<file path="src/rtl/adc_sample_packer.sv">
`default_nettype none
// ============================================================================
// Module   : adc_sample_packer
// Purpose  : ADC capture front end. Decimates the incoming sample stream,
//            counts accepted samples and packs SPW = (WORD_W-2)/SAMPLE_W
//            samples plus out-of-range / trigger status into one FIFO word.
//            Owns the capture stop decision (count reached or FIFO overflow).
// Ports    : adc_sampleclk      - sample clock, rising edge
//            reset_i            - asynchronous active-high reset
//            capture_go_i       - level: 1 arm/run, 0 abort / return to IDLE
//            max_samples_i      - accepted-sample limit (latched at start)
//            decimate_i         - keep 1 of (decimate_i+1) (latched at start)
//            adc_data_i         - ADC sample
//            adc_or_i           - out-of-range flag for this sample
//            adc_trig_status_i  - trigger status for this sample
//            fifo_full_i        - sample FIFO full
//            fifo_din_o         - packed word
//            fifo_wr_en_o       - one-cycle write strobe
//            capture_stop_o     - capture finished (DONE)
//            samples_o          - accepted-sample count
//            overflow_o         - sticky: word dropped because FIFO was full
// Config   : ADC_PACKER_FLUSH_EN - when defined, a partial word is written
//            when the sample count is reached; otherwise it is discarded.
// Revision : 1.0 - initial release
// ============================================================================
module adc_sample_packer #(
    parameter int SAMPLE_W = 10,
    parameter int WORD_W   = 32,
    parameter int CNT_W    = 32,
    parameter int DEC_W    = 16
) (
    input  logic                adc_sampleclk,
    input  logic                reset_i,
    input  logic                capture_go_i,
    input  logic [CNT_W-1:0]    max_samples_i,
    input  logic [DEC_W-1:0]    decimate_i,
    input  logic [SAMPLE_W-1:0] adc_data_i,
    input  logic                adc_or_i,
    input  logic                adc_trig_status_i,
    input  logic                fifo_full_i,
    output logic [WORD_W-1:0]   fifo_din_o,
    output logic                fifo_wr_en_o,
    output logic                capture_stop_o,
    output logic [CNT_W-1:0]    samples_o,
    output logic                overflow_o
);

    localparam int SPW    = (WORD_W - 2) / SAMPLE_W;
    localparam int LANE_W = (SPW > 1) ? $clog2(SPW) : 1;
    localparam int PACK_W = SPW * SAMPLE_W;

`ifdef ADC_PACKER_FLUSH_EN
    localparam logic FLUSH_EN = 1'b1;
`else
    localparam logic FLUSH_EN = 1'b0;
`endif

    localparam logic [1:0] S_IDLE    = 2'd0;
    localparam logic [1:0] S_CAPTURE = 2'd1;
    localparam logic [1:0] S_DONE    = 2'd2;

    logic [1:0]        state_q, state_d;
    logic [CNT_W-1:0]  max_q, max_d;
    logic [DEC_W-1:0]  dec_q, dec_d;
    logic [DEC_W-1:0]  dec_cnt_q, dec_cnt_d;
    logic [LANE_W-1:0] lane_q, lane_d;
    logic [PACK_W-1:0] word_q, word_d;
    logic              or_acc_q, or_acc_d;
    logic [CNT_W-1:0]  samples_q, samples_d;
    logic              overflow_q, overflow_d;
    logic [WORD_W-1:0] fifo_din_q, fifo_din_d;
    logic              fifo_wr_en_q, fifo_wr_en_d;

    logic              start;
    logic              accept;
    logic              last_lane;
    logic              count_hit;
    logic              emit;
    logic              drop;
    logic [CNT_W-1:0]  samples_inc;
    logic [PACK_W-1:0] merged_word;
    logic [WORD_W-1:0] packed_word;

    // ------------------------------------------------------------------
    // Sample acceptance and word assembly
    // ------------------------------------------------------------------
    always_comb begin
        start       = (state_q == S_IDLE) && capture_go_i;
        // Aborting (capture_go_i low) takes priority: no sample is taken
        // in the cycle the capture is dropped.
        accept      = (state_q == S_CAPTURE) && capture_go_i && (dec_cnt_q == '0);
        samples_inc = samples_q + CNT_W'(1);
        last_lane   = (lane_q == LANE_W'(SPW - 1));
        count_hit   = (samples_inc == max_q);
        // A word leaves either when its last lane fills or, with flushing,
        // when the final sample lands in a partially filled word.
        emit        = accept && (last_lane || (count_hit && FLUSH_EN));
        drop        = emit && fifo_full_i;

        merged_word = word_q;
        for (int l = 0; l < SPW; l++) begin
            if (lane_q == LANE_W'(l)) begin
                merged_word[l*SAMPLE_W +: SAMPLE_W] = adc_data_i;
            end
        end

        // Unused bits between the lanes and the status bits stay zero.
        packed_word             = '0;
        packed_word[PACK_W-1:0] = merged_word;
        packed_word[WORD_W-1]   = or_acc_q | adc_or_i;
        packed_word[WORD_W-2]   = adc_trig_status_i;
    end

    always_comb begin
        max_d        = max_q;
        dec_d        = dec_q;
        dec_cnt_d    = dec_cnt_q;
        lane_d       = lane_q;
        word_d       = word_q;
        or_acc_d     = or_acc_q;
        samples_d    = samples_q;
        overflow_d   = overflow_q;
        fifo_din_d   = fifo_din_q;
        fifo_wr_en_d = 1'b0;

        if (start) begin
            max_d      = max_samples_i;
            dec_d      = decimate_i;
            dec_cnt_d  = '0;
            lane_d     = '0;
            word_d     = '0;
            or_acc_d   = 1'b0;
            samples_d  = '0;
            overflow_d = 1'b0;
        end else if ((state_q == S_CAPTURE) && capture_go_i) begin
            dec_cnt_d = (dec_cnt_q == dec_q) ? '0 : dec_cnt_q + DEC_W'(1);
            if (accept) begin
                samples_d = samples_inc;
                if (emit) begin
                    lane_d   = '0;
                    word_d   = '0;
                    or_acc_d = 1'b0;
                    if (fifo_full_i) begin
                        overflow_d = 1'b1;
                    end else begin
                        fifo_din_d   = packed_word;
                        fifo_wr_en_d = 1'b1;
                    end
                end else begin
                    lane_d   = lane_q + LANE_W'(1);
                    word_d   = merged_word;
                    or_acc_d = or_acc_q | adc_or_i;
                end
            end
        end
    end

    always_ff @(posedge adc_sampleclk or posedge reset_i) begin
        if (reset_i) begin
            max_q        <= '0;
            dec_q        <= '0;
            dec_cnt_q    <= '0;
            lane_q       <= '0;
            word_q       <= '0;
            or_acc_q     <= 1'b0;
            samples_q    <= '0;
            overflow_q   <= 1'b0;
            fifo_din_q   <= '0;
            fifo_wr_en_q <= 1'b0;
        end else begin
            max_q        <= max_d;
            dec_q        <= dec_d;
            dec_cnt_q    <= dec_cnt_d;
            lane_q       <= lane_d;
            word_q       <= word_d;
            or_acc_q     <= or_acc_d;
            samples_q    <= samples_d;
            overflow_q   <= overflow_d;
            fifo_din_q   <= fifo_din_d;
            fifo_wr_en_q <= fifo_wr_en_d;
        end
    end

    // ------------------------------------------------------------------
    // Capture FSM: state register / next state / outputs
    // ------------------------------------------------------------------
    always_ff @(posedge adc_sampleclk or posedge reset_i) begin
        if (reset_i) begin
            state_q <= S_IDLE;
        end else begin
            state_q <= state_d;
        end
    end

    always_comb begin
        state_d = state_q;
        case (state_q)
            S_IDLE: begin
                if (capture_go_i) begin
                    state_d = (max_samples_i == '0) ? S_DONE : S_CAPTURE;
                end
            end
            S_CAPTURE: begin
                if (!capture_go_i) begin
                    state_d = S_IDLE;
                end else if (drop || (accept && count_hit)) begin
                    state_d = S_DONE;
                end
            end
            S_DONE: begin
                if (!capture_go_i) begin
                    state_d = S_IDLE;
                end
            end
            default: state_d = S_IDLE;
        endcase
    end

    always_comb begin
        capture_stop_o = (state_q == S_DONE);
    end

    assign fifo_din_o   = fifo_din_q;
    assign fifo_wr_en_o = fifo_wr_en_q;
    assign samples_o    = samples_q;
    assign overflow_o   = overflow_q;

endmodule
`default_nettype wire

</file>
<file path="config.mk">
export PLATFORM = sky130hd
export DESIGN_NAME = adc_sample_packer
export DESIGN_NICKNAME = d
export VERILOG_FILES = /design/src/rtl/adc_sample_packer.sv
export SDC_FILE = /design/constraint.sdc
export NUM_CORES = 1
export LEC_CHECK = 0
export ABC_AREA = 1
export CAP_MARGIN = 25
export CORE_MARGIN = 2
export CORE_UTILIZATION = 49
export CTS_CLUSTER_SIZE = 25
export DETAILED_ROUTE_END_ITERATION = 8
export PLACE_DENSITY = 0.76
export SYNTH_ARGS = -nofsm -noshare
export SYNTH_HDL_FRONTEND = slang
export SYNTH_SLANG_ARGS = --single-unit
</file>
<file path="constraint.sdc">
create_clock -name adc_sampleclk -period 4.9 [get_ports adc_sampleclk]
set_clock_uncertainty 0.1 [all_clocks]
set_input_delay 0.49 -clock adc_sampleclk [delete_from_list [all_inputs] [get_ports adc_sampleclk]]
set_output_delay 0.49 -clock adc_sampleclk [all_outputs]
set_load 0.005 [all_outputs]
</file>
==> impl_metrics.json, run 1 <==
{
  "status": "finished clean",
  "ir_worst_vdd_uv": 269,
  "seq_area_frac_synth": 0.482,
  "core_area_um2": 17200,
  "io_pins": 131,
  "critPathRequiredTime_ps": 5060,
  "p_leak_uw": 0.00495,
  "hold_path_class": "register to register",
  "cts_tree": "done",
  "yosysTopAreaCellShare": 0.482,
  "clock_latency_ps": 430,
  "synth_async_sr_flop_share": 1.00,
  "postCtsSetupBuffers": 0,
  "arrival_ps": 2940,
  "ys_ff_latch": 165,
  "ctsResizeCount": 0,
  "switching_share": 0.355,
  "numCtsBuffers": 17,
  "synth_edf_count": 0,
  "clockPowerShare": 0.283,
  "ant_nets": 0,
  "instances_no_fill": 1486,
  "grt_pass1_wl_mm": 36.7,
  "drv_slew": 0,
  "crit_fanout": 51,
  "grt_max_degree": 166,
  "via_per_inst": 5.28,
  "gp_congestion": 0.905,
  "p_int_uw": 3170,
  "antenna_cells": 0,
  "syn_inst": 1131,
  "rsz0062_at_grt": "false",
  "yosys_most_used_dff": "dfrtp_1",
  "wl_per_cell_um": 15.4,
  "tightest_slew_ps": 951,
  "fin_area_um2": 10700,
  "via_count": 7851,
  "p_comb_frac": 0.321,
  "dr.pass1.iters": 5,
  "fp.dieH_um": 136,
  "place_hpwl_mm": 16.4,
  "start_util": 0.499,
  "io_buffers": 130,
  "synth_cell_types": 39,
  "fmax_mhz": 360,
  "drt_iter0_markers": 654,
  "die_area_um2": 18600,
  "total_power_uw": 4920,
  "final_nets": 1315,
  "hold-worst-slack_ps": 382,
  "yosys.area.top_type": "dfrtp_1",
  "dp_cells": 1453,
  "powerDensity_nw_per_um2": 460,
  "htreeDepth": 4,
  "finalCritPeriodShare": 0.567,
  "ctsRootBufferMaster": "clkbuf_16",
  "synth_nets": 1198,
  "first_global_vias": 7230,
  "layout-drive-gt1-share": 0.0579,
  "grt_util_all_layers": 0.256,
  "cts_hold_buf": 0,
  "syn_area_um2": 8570,
  "gr-total-overflow": 0,
  "placed_area_um2": 10100,
  "critPathLaunchType": "input pin",
  "wl_mm": 22.9,
  "cp-end-kind": "register",
  "hold_viol": 0,
  "criticalPathCategory": "input pin to register",
  "power.switching_uw": 1750,
  "cts.clk_slew.worst_paths_ps": 70,
  "finalSetupViolations": 0,
  "seqPwrFrac": 0.397,
  "drv_cap": 0,
  "fin_setup_tns_ps": 0,
  "post_synth.cell_area_avg_um2": 7.58,
  "numClockSinks": 165,
  "synthToLayoutAreaGrowth_pct": 24.7,
  "drcViolationCount": 0,
  "slew_headroom": 0.365,
  "ys_warn_count": 0,
  "fp.dieW_um": 136,
  "clockBufferDepth": 2,
  "min_period_ps": 2780,
  "yosys-top-cells-area": "dfrtp_1 48%, nand2_1 17%, o21ai_0 5.5%",
  "antenna_found_initial": 0,
  "row_count": 48
}
through the flow:
stage | worst slack [ps] | util
4_1_cts | 2200 | 0.621
2_1_floorplan | 2210 | -
6_report | 2120 | 0.622
3_5_place_dp | 1740 | 0.586
5_1_grt | 1920 | 0.622
3_3_place_gp | 1880 | 0.586
state kept, by name (all words and copies together) (netlist names):
| signal | count |
|---|---|
| dec_cnt_q | 16 |
| dec_q | 16 |
| state_q | 2 |
| samples_o | 32 |
| fifo_din_o | 32 |
| lane_q | 2 |
| fifo_wr_en_o | 1 |
| max_q | 32 |
| overflow_o | 1 |
| word_q | 30 |
| or_acc_q | 1 |
metal layers:
| layer | track usage | up-vias | part of all wire |
|---|---|---|---|
| met3 | 0.0481 | 28 | 0.060 |
| met2 | 0.393 | 240 | 0.46 |
| met1 | 0.369 | 3710 | 0.46 |
| li1 | - | 3873 | - |
| met4 | 0.0764 | 0 | 0.016 |
| met5 | 0 | - | 0 |
placed cells by master, fill, tap and decap left out, types with 2 or more instances in the layout:
master	instances
clkinv_2	3
nand2_4	2
inv_6	3
clkbuf_8	2
inv_1	116
nor2_2	7
nand4_1	10
bufinv_16	3
or2_2	2
ha_1	3
nor2_1	92
a21oi_1	3
nand3b_1	10
nor4_1	10
xor2_1	6
nor2_8	3
nor3_1	3
buf_4	4
o22ai_1	46
clkdlybuf4s50_1	130
nand3_2	3
clkbuf_16	17
clkbuf_1	2
nand3_1	62
nand2_2	6
nand2_1	390
o21ai_1	14
xnor2_1	15
dfrtp_1	165
a31oi_1	2
inv_2	7
nor2_4	6
xnor3_1	2
clkinvlp_4	3
a32o_1	2
o21ai_0	95
o32ai_1	2
buf_12	2
clkinv_1	2
Yosys cell counts, drive strengths merged, types with 3 or more instances:
cell and n:
a21oi 3, buf 11, clkbuf 27, dfrtp 165
ha 3, inv 124, nand2 398, nand3 65
nand3b 10, nand4 10, nor2 108, nor3 3
nor4 10, o21ai 109, o22ai 46, xnor2 15
xor2 6
worst max-delay path: stages:
cell and delay, ps:
clkdlybuf4s50_1 510, nand2_1 190, nor2_1 260, nand3_1 120
nor2_1 110, buf_4 210, nor2_1 120, inv_2 710
o21ai_0 220
path summary, 6_finish.rpt:
check,depth (start not counted),from,endpoint,slack [ps]
min in group asynchronous,3,reset_i,fifo_din_o[2]$_DFFE_PP0P_,560
max reg2reg,10,dec_cnt_q[0]$_DFFE_PP0P_,samples_o[18]$_DFFE_PP0P_,2220
min reg2reg,2,fifo_din_o[11]$_DFFE_PP0P_,fifo_din_o[11]$_DFFE_PP0P_,380
min,2,fifo_din_o[11]$_DFFE_PP0P_,fifo_din_o[11]$_DFFE_PP0P_,380
max,9,capture_go_i,samples_o[18]$_DFFE_PP0P_,2120
max in group asynchronous,3,reset_i,max_q[20]$_DFFE_PP0P_,3490
power groups by stage:
| stage | Sequential (uW) | Combinational (uW) | Clock [uW] |
|---|---|---|---|
| after floorplan | 1900 | 1040 | 0 |
| after global placement | 1960 | 1530 | 0 |
| after detailed placement | 1970 | 1570 | 0 |
| after CTS | 1950 | 1580 | 1400 |
| after global routing | 1990 | 1800 | 1460 |
| final | 1950 | 1580 | 1390 |
final cells by class:
cell class,count,area (um2)
Sequential cell,165,4130
Clock buffer,21,460
Inverter,126,477
Clock inverter,11,146
Tap cell,225,282
Multi-Input combinational cell,802,3820
Timing Repair Buffer,136,1370
Fill cell,1525,6490
cells by family (layout without fill, tap and decap cells):
group | count (synthesis) | in the layout | synth area share
fa+ha+maj | 3 | 3 | 0.00438
compound gates | 168 | 168 | 0.109
simple gates | 608 | 608 | 0.305
flops | 165 | 165 | 0.482
buf+inv | 164 | 294 | 0.0733
xor+xnor | 23 | 23 | 0.0267
(Power assumes the default switching activity.)
==> inputs of run 2 (changes only) <==
==> constraint.sdc (replaced) <==
create_clock -name adc_sampleclk -period 2.5 [get_ports adc_sampleclk]
set_clock_uncertainty 0.1 [all_clocks]
set_input_delay 0.25 -clock adc_sampleclk [delete_from_list [all_inputs] [get_ports adc_sampleclk]]
set_output_delay 0.25 -clock adc_sampleclk [all_outputs]
set_load 0.005 [all_outputs]
==> impl_metrics.json, run 2 (synthesis gave the netlist of run 1 again) <==
{
  "status": "finished clean",
  "layout_commonest_cell": "nand2_1",
  "slew_headroom": 0.456,
  "htreeDepth": 4,
  "placed_area_um2": 10200,
  "nFillCells": 1507,
  "multiInputGateArea_um2": 3820,
  "criticalPathCategory": "register to register",
  "tightest_slew_ps": 815,
  "final_cell_mix": "390 x nand2_1, 165 x dfrtp_1, 130 x clkdlybuf4s50_1, 116 x inv_1, 95 x o21ai_0",
  "numClockSinks": 165,
  "finalCritPeriodShare": 0.921,
  "clockBufferDepth": 2,
  "crit_fanout": 7,
  "final_nets": 1327,
  "die_area_um2": 18600,
  "numCtsBuffers": 17,
  "rrSetupSlack_ps": 200,
  "wl_mm": 23.4,
  "cp_slowest_cell": "dfrtp_1",
  "cp_common_cell": "nand2_1",
  "ir_worst_vdd_uv": 554,
  "fp.dieW_um": 136,
  "hold_path_class": "input pin to asynchronous set/reset pin",
  "antenna_found_initial": 0,
  "fp.dieH_um": 136,
  "ant_nets": 0,
  "max_stage_delay_ps": 460,
  "cts_tree": "done",
  "critPathLaunchType": "register",
  "gr-total-overflow": 0,
  "cts.clk_slew.worst_paths_ps": 60,
  "finalSetupViolations": 0,
  "min_period_ps": 2300,
  "grt_util_all_layers": 0.259,
  "total_power_uw": 9820,
  "via_per_inst": 5.33,
  "regArea_um2": 4130,
  "grt_pass1_wl_mm": 37.0,
  "p_leak_uw": 0.00503,
  "post-route-util": 0.631,
  "cp-end-kind": "register",
  "rsz0062_at_grt": "false",
  "io_pins": 131,
  "synthToLayoutAreaGrowth_pct": 26.5,
  "fin_setup_tns_ps": 0,
  "drt_iter0_markers": 657,
  "fin_area_um2": 10800,
  "wl_per_cell_um": 15.6,
  "arrival_ps": 2570,
  "place_hpwl_mm": 17.1,
  "gp_congestion": 0.896,
  "antenna_cells": 0,
  "io_buffers": 130,
  "drcViolationCount": 0,
  "start_util": 0.499,
  "row_count": 48,
  "first_global_vias": 7470,
  "core_area_um2": 17200,
  "fmax_mhz": 434,
  "critPathRequiredTime_ps": 2770,
  "cp_num_buf_inv": 0,
  "dr.pass1.iters": 5,
  "drv_slew": 0,
  "hold_viol": 0,
  "ctsRootBufferMaster": "clkbuf_16",
  "layout-drive-gt1-share": 0.0691,
  "grt_max_degree": 66,
  "worstPathCellList": "nand2_1, nor2_2, nand2_2, nor2_8, nand2_1, nand2_1, nand2_1, nand2_1, nand2_1, nor2_1, nand2_1, nor2_1, nand3_1, nand2_1, nand2_1, nand2_1",
  "drv_cap": 0,
  "cpLargestDelayFamily": "simple AND/OR/NAND/NOR gates",
  "cts_hold_buf": 0,
  "clock_latency_ps": 430,
  "powerDensity_nw_per_um2": 906,
  "via_count": 7986
}
## run 2: changes by cell type in the layout (fill, tap and decap cells not counted), moves of 2 or more
cell,delta
inv_6,-2
buf_12,+4
clkinv_2,+3
buf_4,+8
clkbuf_1,-2
## run 2: layout make-up
type | instances | share of cell area
sequential | 165 | 0.381
multi-input combinational | 802 | 0.353
timing repair buffer | 148 | 0.139
inverter | 126 | 0.0440
clock buffer | 18 | 0.0405
tap | 225 | 0.0260
clock inverter | 14 | 0.0168
## run 2: report_power, final
group / leakage, uW / internal [uW] / switching, uW / total [uW]
combinational: 0.00252 / 1340 / 1910 / 3250
sequential: 0.00221 / 3360 / 446 / 3800
clock: 0.000306 / 1690 / 1080 / 2770
## run 2: worst paths after layout
path	from	end	depth (start not counted)
worst max-delay path	samples_o[7]$_DFFE_PP0P_	state_q[1]$_DFFE_PP0P_	16
worst min-delay path	reset_i	dec_q[10]$_DFFE_PP0P_	2
worst max register to register	samples_o[7]$_DFFE_PP0P_	state_q[1]$_DFFE_PP0P_	16
worst min register to register	fifo_din_o[23]$_DFFE_PP0P_	fifo_din_o[23]$_DFFE_PP0P_	2
max in group asynchronous	reset_i	word_q[15]$_DFFE_PP0P_	3
min in group adc_sampleclk	decimate_i[9]	dec_q[9]$_DFFE_PP0P_	3
## run 2: repair_timing
item / CTS / global route
setup buffers: 0 / 0
endpoints found under the setup margin: 0 / 2
resized for setup: 0 / 1
## run 2: metal layers
| layer | vias to the layer above | GRT usage | share of wire |
|---|---|---|---|
| met5 | - | 0 | 0 |
| met4 | 0 | 0.0990 | 0.027 |
| met3 | 50 | 0.0511 | 0.066 |
| met2 | 274 | 0.415 | 0.47 |
| met1 | 3765 | 0.349 | 0.44 |
| li1 | 3897 | - | - |
## run 2: per-stage QoR
stage          setup WS, ps  cells  hold slack, ps
6_report                198   1498             113
5_1_grt                3.38   1498             171
4_1_cts                 213   1498             129
3_5_place_dp           17.9   1466             375
3_3_place_gp            134   1466             370
2_1_floorplan          51.2   1131             236
==> edit 1 (config.mk and constraints of run 2) <==
The localparam `FLUSH_EN` goes from 1'b0 to 1'b1.
--- a/src/rtl/adc_sample_packer.sv
+++ b/src/rtl/adc_sample_packer.sv
@@ -53,5 +53,5 @@
     localparam logic FLUSH_EN = 1'b1;
 `else
-    localparam logic FLUSH_EN = 1'b0;
+    localparam logic FLUSH_EN = 1'b1;
 `endif
 
Function: changed (a bounded check fails within 4 cycles, from zero or initial values and one cycle with reset_i high).
==> edit 1 against run 2 <==
The flow now finishes with violations (negative setup slack). Design area is 15% higher. Critical path depth grew 2. Clock power rose by 4%. Total power rose by 4.2%. Sequential power grew 2%. Non-clock buffer count rose by 107. Setup slack got worse by 0.40 ns. Wire length up 22%. Area after synthesis grew 4.5%. Count of clock-buffer cells in the layout up 3. Sequential cell count stayed put. First-iteration DRC count rose by 49%. Hold slack gained 0.065 ns. Largest cell class is now multi-input gates. Largest power group unchanged.
==> edit 1: results (changes against run 2) <==
<table>
<tr><th>Metric</th><th>Value</th></tr>
<tr><th colspan="2">Status</th></tr>
<tr><td>Outcome</td><td>finished, violations left (was completed)</td></tr>
<tr><td>Failing checks</td><td>negative setup slack</td></tr>
<tr><th colspan="2">Routing</th></tr>
<tr><td>Amount of wire on met3 after detailed routing</td><td>2260 um (was 1550 um)</td></tr>
<tr><td>DRT iter0 DRCs</td><td>977 (was 657)</td></tr>
<tr><td>Number of detailed-routing iterations run before antenna repair</td><td>8 (was 5)</td></tr>
<tr><th colspan="2">Synth</th></tr>
<tr><td>XOR/XNOR share of the synthesized area</td><td>1.96% (was 2.67%)</td></tr>
<tr><td>Netlist cell types</td><td>34 (was 39)</td></tr>
<tr><td>Post-synthesis adder-cell area fraction</td><td>0.839% (was 0.438%)</td></tr>
<tr><td>Sequential element share of the synthesized area</td><td>46.1% (was 48.2%)</td></tr>
<tr><td>Synthesized netlist net count</td><td>1,332 (was 1,198)</td></tr>
<tr><th colspan="2">Global route</th></tr>
<tr><td>Maximum number of pins on one net before global-route repair</td><td>116 (was 66)</td></tr>
<tr><td>Met3 Use GR</td><td>4.52% (was 5.11%)</td></tr>
<tr><td>Met2 routing resource usage after global routing</td><td>45.2% (was 41.5%)</td></tr>
<tr><td>Overall fraction of global-route tracks in use</td><td>29.4% (was 25.9%)</td></tr>
<tr><th colspan="2">STA</th></tr>
<tr><td>Setup violations, final</td><td>69 (was 0)</td></tr>
<tr><td>Slew margin rel.</td><td>28.8% (was 45.6%)</td></tr>
<tr><td>Final hold slack</td><td>0.178 ns (was 0.113 ns)</td></tr>
<tr><td>Worst path setup slack after routing</td><td>-0.199 ns (was 0.198 ns)</td></tr>
<tr><th colspan="2">Clock tree</th></tr>
<tr><td>PostCTS Resize Cnt</td><td>51 (was 0)</td></tr>
<tr><td>Number of buffers added for setup after CTS</td><td>8 (was 0)</td></tr>
<tr><th colspan="2">Cells and area</th></tr>
<tr><td>Share of cells above drive strength 1</td><td>17.3% (was 6.91%)</td></tr>
<tr><th colspan="2">Setup path</th></tr>
<tr><td>Register-to-register path setup slack</td><td>-0.20 ns (was 0.20 ns)</td></tr>
<tr><td>RR Endpoint</td><td>word_q[12]$_DFFE_PP0P_ (was state_q[1]$_DFFE_PP0P_)</td></tr>
<tr><td>Maximum fanout along the worst path</td><td>16 (was 7)</td></tr>
<tr><th colspan="2">Power and ir drop</th></tr>
<tr><td>Sw Pwr</td><td>3.78 mW (was 3.44 mW)</td></tr>
<tr><th colspan="2">Placed design</th></tr>
<tr><td>Routability congestion estimate</td><td>0.989 (was 0.896)</td></tr>
</table>
==> edit 1: cell types whose count changed after synthesis, moves of 6 or more <==
cell | before | now
a21oi_1 | 3 | 9
buf_2 | 10 | 3
inv_1 | 117 | 154
inv_2 | 7 | 1
nand2_1 | 390 | 507
nand3_1 | 62 | 105
nand4_1 | 10 | 20
nor2_1 | 93 | 84
nor4_1 | 10 | 3
o21ai_0 | 95 | 74
o22ai_1 | 46 | 25
==> edit 1: cell type report <==
type,count,share of cell area [%]
clock buffer,21,3.77
multi-input combinational,907,35.5
inverter,157,4.77
sequential,165,33.1
clock inverter,11,1.37
timing repair buffer,255,19.2
tap,229,2.29
==> edit 1: metrics by stage <==
stage / setup TNS, ns / setup slack (ns) / area (sq um) / instances / power (mW)
floorplan: 0 / 0.0376 / 8960 / 1262 / 5.77
finish: -11.06 / -0.199 / 12500 / 1745 / 10.2
CTS: -5.69 / -0.137 / 12200 / 1736 / 10.0
detailed placement: -20.39 / -0.371 / 11200 / 1692 / 7.03
global route: -20.84 / -0.336 / 12500 / 1745 / 10.8
global placement: -15.47 / -0.275 / 11200 / 1692 / 6.94
==> edit 1: critical path, cell delays in order, from the launching register on <==
cell and delay, ns:
dfrtp_1 0.41, buf_6 0.15, nand2_4 0.05, nor2_4 0.12, buf_6 0.16, nand2_8 0.08
nor2_4 0.18, buf_4 0.15, nand2_1 0.06, nand3_1 0.08, nand2_1 0.08, nand2_2 0.11
nor2_2 0.04, nand2_2 0.08, nor2_4 0.05, nand3_4 0.15, nand3_2 0.16, clkbuf_16 0.24
o21ai_0 0.15
==> edit 1: worst max path at each step <==
stage / startpoint / endpoint / slack (ns)
2_1_floorplan: samples_o[0]$_DFFE_PP0P_ / fifo_din_o[10]$_DFFE_PP0P_ / 0.04
3_3_place_gp: samples_o[3]$_DFFE_PP0P_ / fifo_din_o[6]$_DFFE_PP0P_ / -0.27
3_5_place_dp: samples_o[0]$_DFFE_PP0P_ / fifo_din_o[20]$_DFFE_PP0P_ / -0.37
4_1_cts: samples_o[1]$_DFFE_PP0P_ / overflow_o$_DFFE_PP0P_ / -0.14
5_1_grt: samples_o[0]$_DFFE_PP0P_ / word_q[24]$_DFFE_PP0P_ / -0.34
6_report: samples_o[0]$_DFFE_PP0P_ / word_q[12]$_DFFE_PP0P_ / -0.20
==> edit 1: power by group through the flow <==
stage | Combinational (mW) | Clock [mW] | Sequential (mW)
5_1_grt | 3.89 | 3.00 | 3.96
6_report | 3.48 | 2.88 | 3.88
3_5_place_dp | 3.16 | 0 | 3.87
4_1_cts | 3.30 | 2.89 | 3.84
2_1_floorplan | 2.04 | 0 | 3.74
3_3_place_gp | 3.09 | 0 | 3.86
==> edit 2 (config.mk and constraints of run 2) <==
Made on the original files. Make the reset (`reset_i`) synchronous in 2 clocked blocks. Comments in the files are not updated.
--- a/src/rtl/adc_sample_packer.sv
+++ b/src/rtl/adc_sample_packer.sv
@@ -156,5 +156,5 @@
     end
 
-    always_ff @(posedge adc_sampleclk or posedge reset_i) begin
+    always_ff @(posedge adc_sampleclk) begin
         if (reset_i) begin
             max_q        <= '0;
@@ -185,5 +185,5 @@
     // Capture FSM: state register / next state / outputs
     // ------------------------------------------------------------------
-    always_ff @(posedge adc_sampleclk or posedge reset_i) begin
+    always_ff @(posedge adc_sampleclk) begin
         if (reset_i) begin
             state_q <= S_IDLE;
Check against the original RTL: differs if reset_i is asserted again (counterexample within 4 cycles, from zero or initial values and one cycle with reset_i high); with reset_i held inactive, the same outputs for 4 cycles.
==> edit 2 against run 2 <==
Global-route usage shrank 0.68 points. Setup slack got worse by 0.018 ns. Hold slack better by 0.19 ns. Sequential cell count unchanged. Wire length is 5.8% lower. Area after synthesis fell by 6.3%. Design area fell by 4.8%. Non-clock buffer count up 10. Critical path depth shrank 1. Largest cell class is now multi-input gates.
Power is not compared: it rests on default switching activity, and its combinational part moved more than twofold at a synthesized area within 25%.
==> edit 2: results (changes against run 2) <==
<table>
<tr><th>Metric</th><th>Value</th></tr>
<tr><th colspan="2">Global route</th></tr>
<tr><td>Initial antenna violation count</td><td>1 (was 0)</td></tr>
<tr><td>Via count of the first global-routing pass</td><td>7,402 (was 7,470)</td></tr>
<tr><td>Met3 Use GR</td><td>4.88% (was 5.11%)</td></tr>
<tr><td>First-pass GRT wire length</td><td>35,900 um (was 37,000 um)</td></tr>
<tr><td>Maximum number of pins on one net before global-route repair</td><td>70 (was 66)</td></tr>
<tr><th colspan="2">Placed design</th></tr>
<tr><td>Worst slack at placement</td><td>0.0391 ns (was 0.0179 ns)</td></tr>
<tr><td>Total placed instance area</td><td>0.00966 sq mm (was 0.0102 sq mm)</td></tr>
<tr><td>Placed wire-length estimate after detailed placement</td><td>16,000 um (was 17,100 um)</td></tr>
<tr><td>Routability congestion estimate</td><td>0.948 (was 0.896)</td></tr>
<tr><th colspan="2">Setup path</th></tr>
<tr><td>Maximum fanout along the worst path</td><td>6 (was 7)</td></tr>
<tr><td>Largest incremental delay on the critical path</td><td>0.34 ns (was 0.46 ns)</td></tr>
<tr><th colspan="2">Synth</th></tr>
<tr><td>Most common library cells after synthesis</td><td>223 x nand2_1, 189 x nor2_1, 165 x dfxtp_1 (was 390 x nand2_1, 165 x dfrtp_1, 117 x inv_1)</td></tr>
<tr><td>Proportion of synthesized flip-flops having asynchronous set or reset</td><td>0% (was 100%)</td></tr>
<tr><td>Most area-consuming cells after synthesis</td><td>dfxtp_1 41%, nand2_1 10%, nor2_1 8.8% (was dfrtp_1 48%, nand2_1 17%, o21ai_0 5.5%)</td></tr>
<tr><td>Netlist cell types</td><td>36 (was 39)</td></tr>
<tr><td>Synthesized netlist net count</td><td>1,208 (was 1,198)</td></tr>
<tr><th colspan="2">Status</th></tr>
<tr><td>Outcome</td><td>completed (unchanged)</td></tr>
<tr><th colspan="2">Routing</th></tr>
<tr><td>Number of detailed-routing iterations run before antenna repair</td><td>6 (was 5)</td></tr>
<tr><td>Drt via density</td><td>5.30 (was 5.33)</td></tr>
<tr><td>WL final</td><td>22,000 um (was 23,400 um)</td></tr>
<tr><td>DRT iter0 DRCs</td><td>640 (was 657)</td></tr>
<tr><td>Met2 wire length</td><td>10,800 um (was 11,000 um)</td></tr>
<tr><td>Detailed-routing wirelength on met1</td><td>9490 um (was 10,200 um)</td></tr>
<tr><th colspan="2">Worst hold path</th></tr>
<tr><td>Worst Hold Class</td><td>in -&gt; reg (was in -&gt; async)</td></tr>
<tr><th colspan="2">Cells and area</th></tr>
<tr><td>Share of cells above drive strength 1</td><td>8.79% (was 6.91%)</td></tr>
<tr><td>Fin nets</td><td>1,340 (was 1,327)</td></tr>
<tr><th colspan="2">Power and ir drop</th></tr>
<tr><td>Total Power</td><td>6.13 mW</td></tr>
<tr><th colspan="2">STA</th></tr>
<tr><td>Slew margin rel.</td><td>58.2% (was 45.6%)</td></tr>
</table>
edit 2: worst paths after layout:
check | depth (start not counted) | endpoint | start | slack [ns]
min reg2reg | 2 | word_q[20]$_SDFFE_PP0P_ | word_q[20]$_SDFFE_PP0P_ | 0.33
max | 15 | state_q[1]$_SDFFE_PP0P_ | samples_o[0]$_SDFFE_PP0P_ | 0.18
max reg2reg | 15 | state_q[1]$_SDFFE_PP0P_ | samples_o[0]$_SDFFE_PP0P_ | 0.18
min | 3 | dec_q[8]$_SDFFE_PP0P_ | decimate_i[8] | 0.30
edit 2: logic make-up after synthesis:
family / after synthesis / synth area share [%]
AOI/OAI and AO/OA: 211 / 15.0
xor gates and xnor gates: 25 / 3.10
adders and majority gates: 3 / 0.467
buffers and inverters: 162 / 7.62
DFF: 165 / 41.1
muxes: 16 / 1.99
and+or+nand+nor: 559 / 30.7
edit 2: repair_timing:
| action | CTS | global route |
|---|---|---|
| setup endpoints to repair | 0 | 2 |
| gates resized for setup | 0 | 20 |
| buffers inserted | 0 | 1 |
edit 2: stage by stage:
stage	util (%)	cells
after floorplan	-	1141
after global placement	60.6	1467
after detailed placement	60.6	1467
after CTS	64.3	1499
after global routing	64.7	1503
final	64.7	1503
edit 2: final cells by class:
cell class                      count  area (sq um)
Tap cell                          216           270
Fill cell                        1424          5620
Antenna cell                        1          2.50
Clock inverter                     13           139
Timing Repair Buffer              158          1540
Sequential cell                   165          3310
Clock buffer                       19           443
Multi-Input combinational cell    816          4190
Inverter                          115           432
edit 2: worst max-delay path, delay by kind of cell, from the launching register on:
kind                       cells  cell delay (ns)
AOI/OAI and AO/OA              1             0.11
adders and majority gates      1             0.22
DFF                            1             0.34
and+or+nand+nor               13             1.50
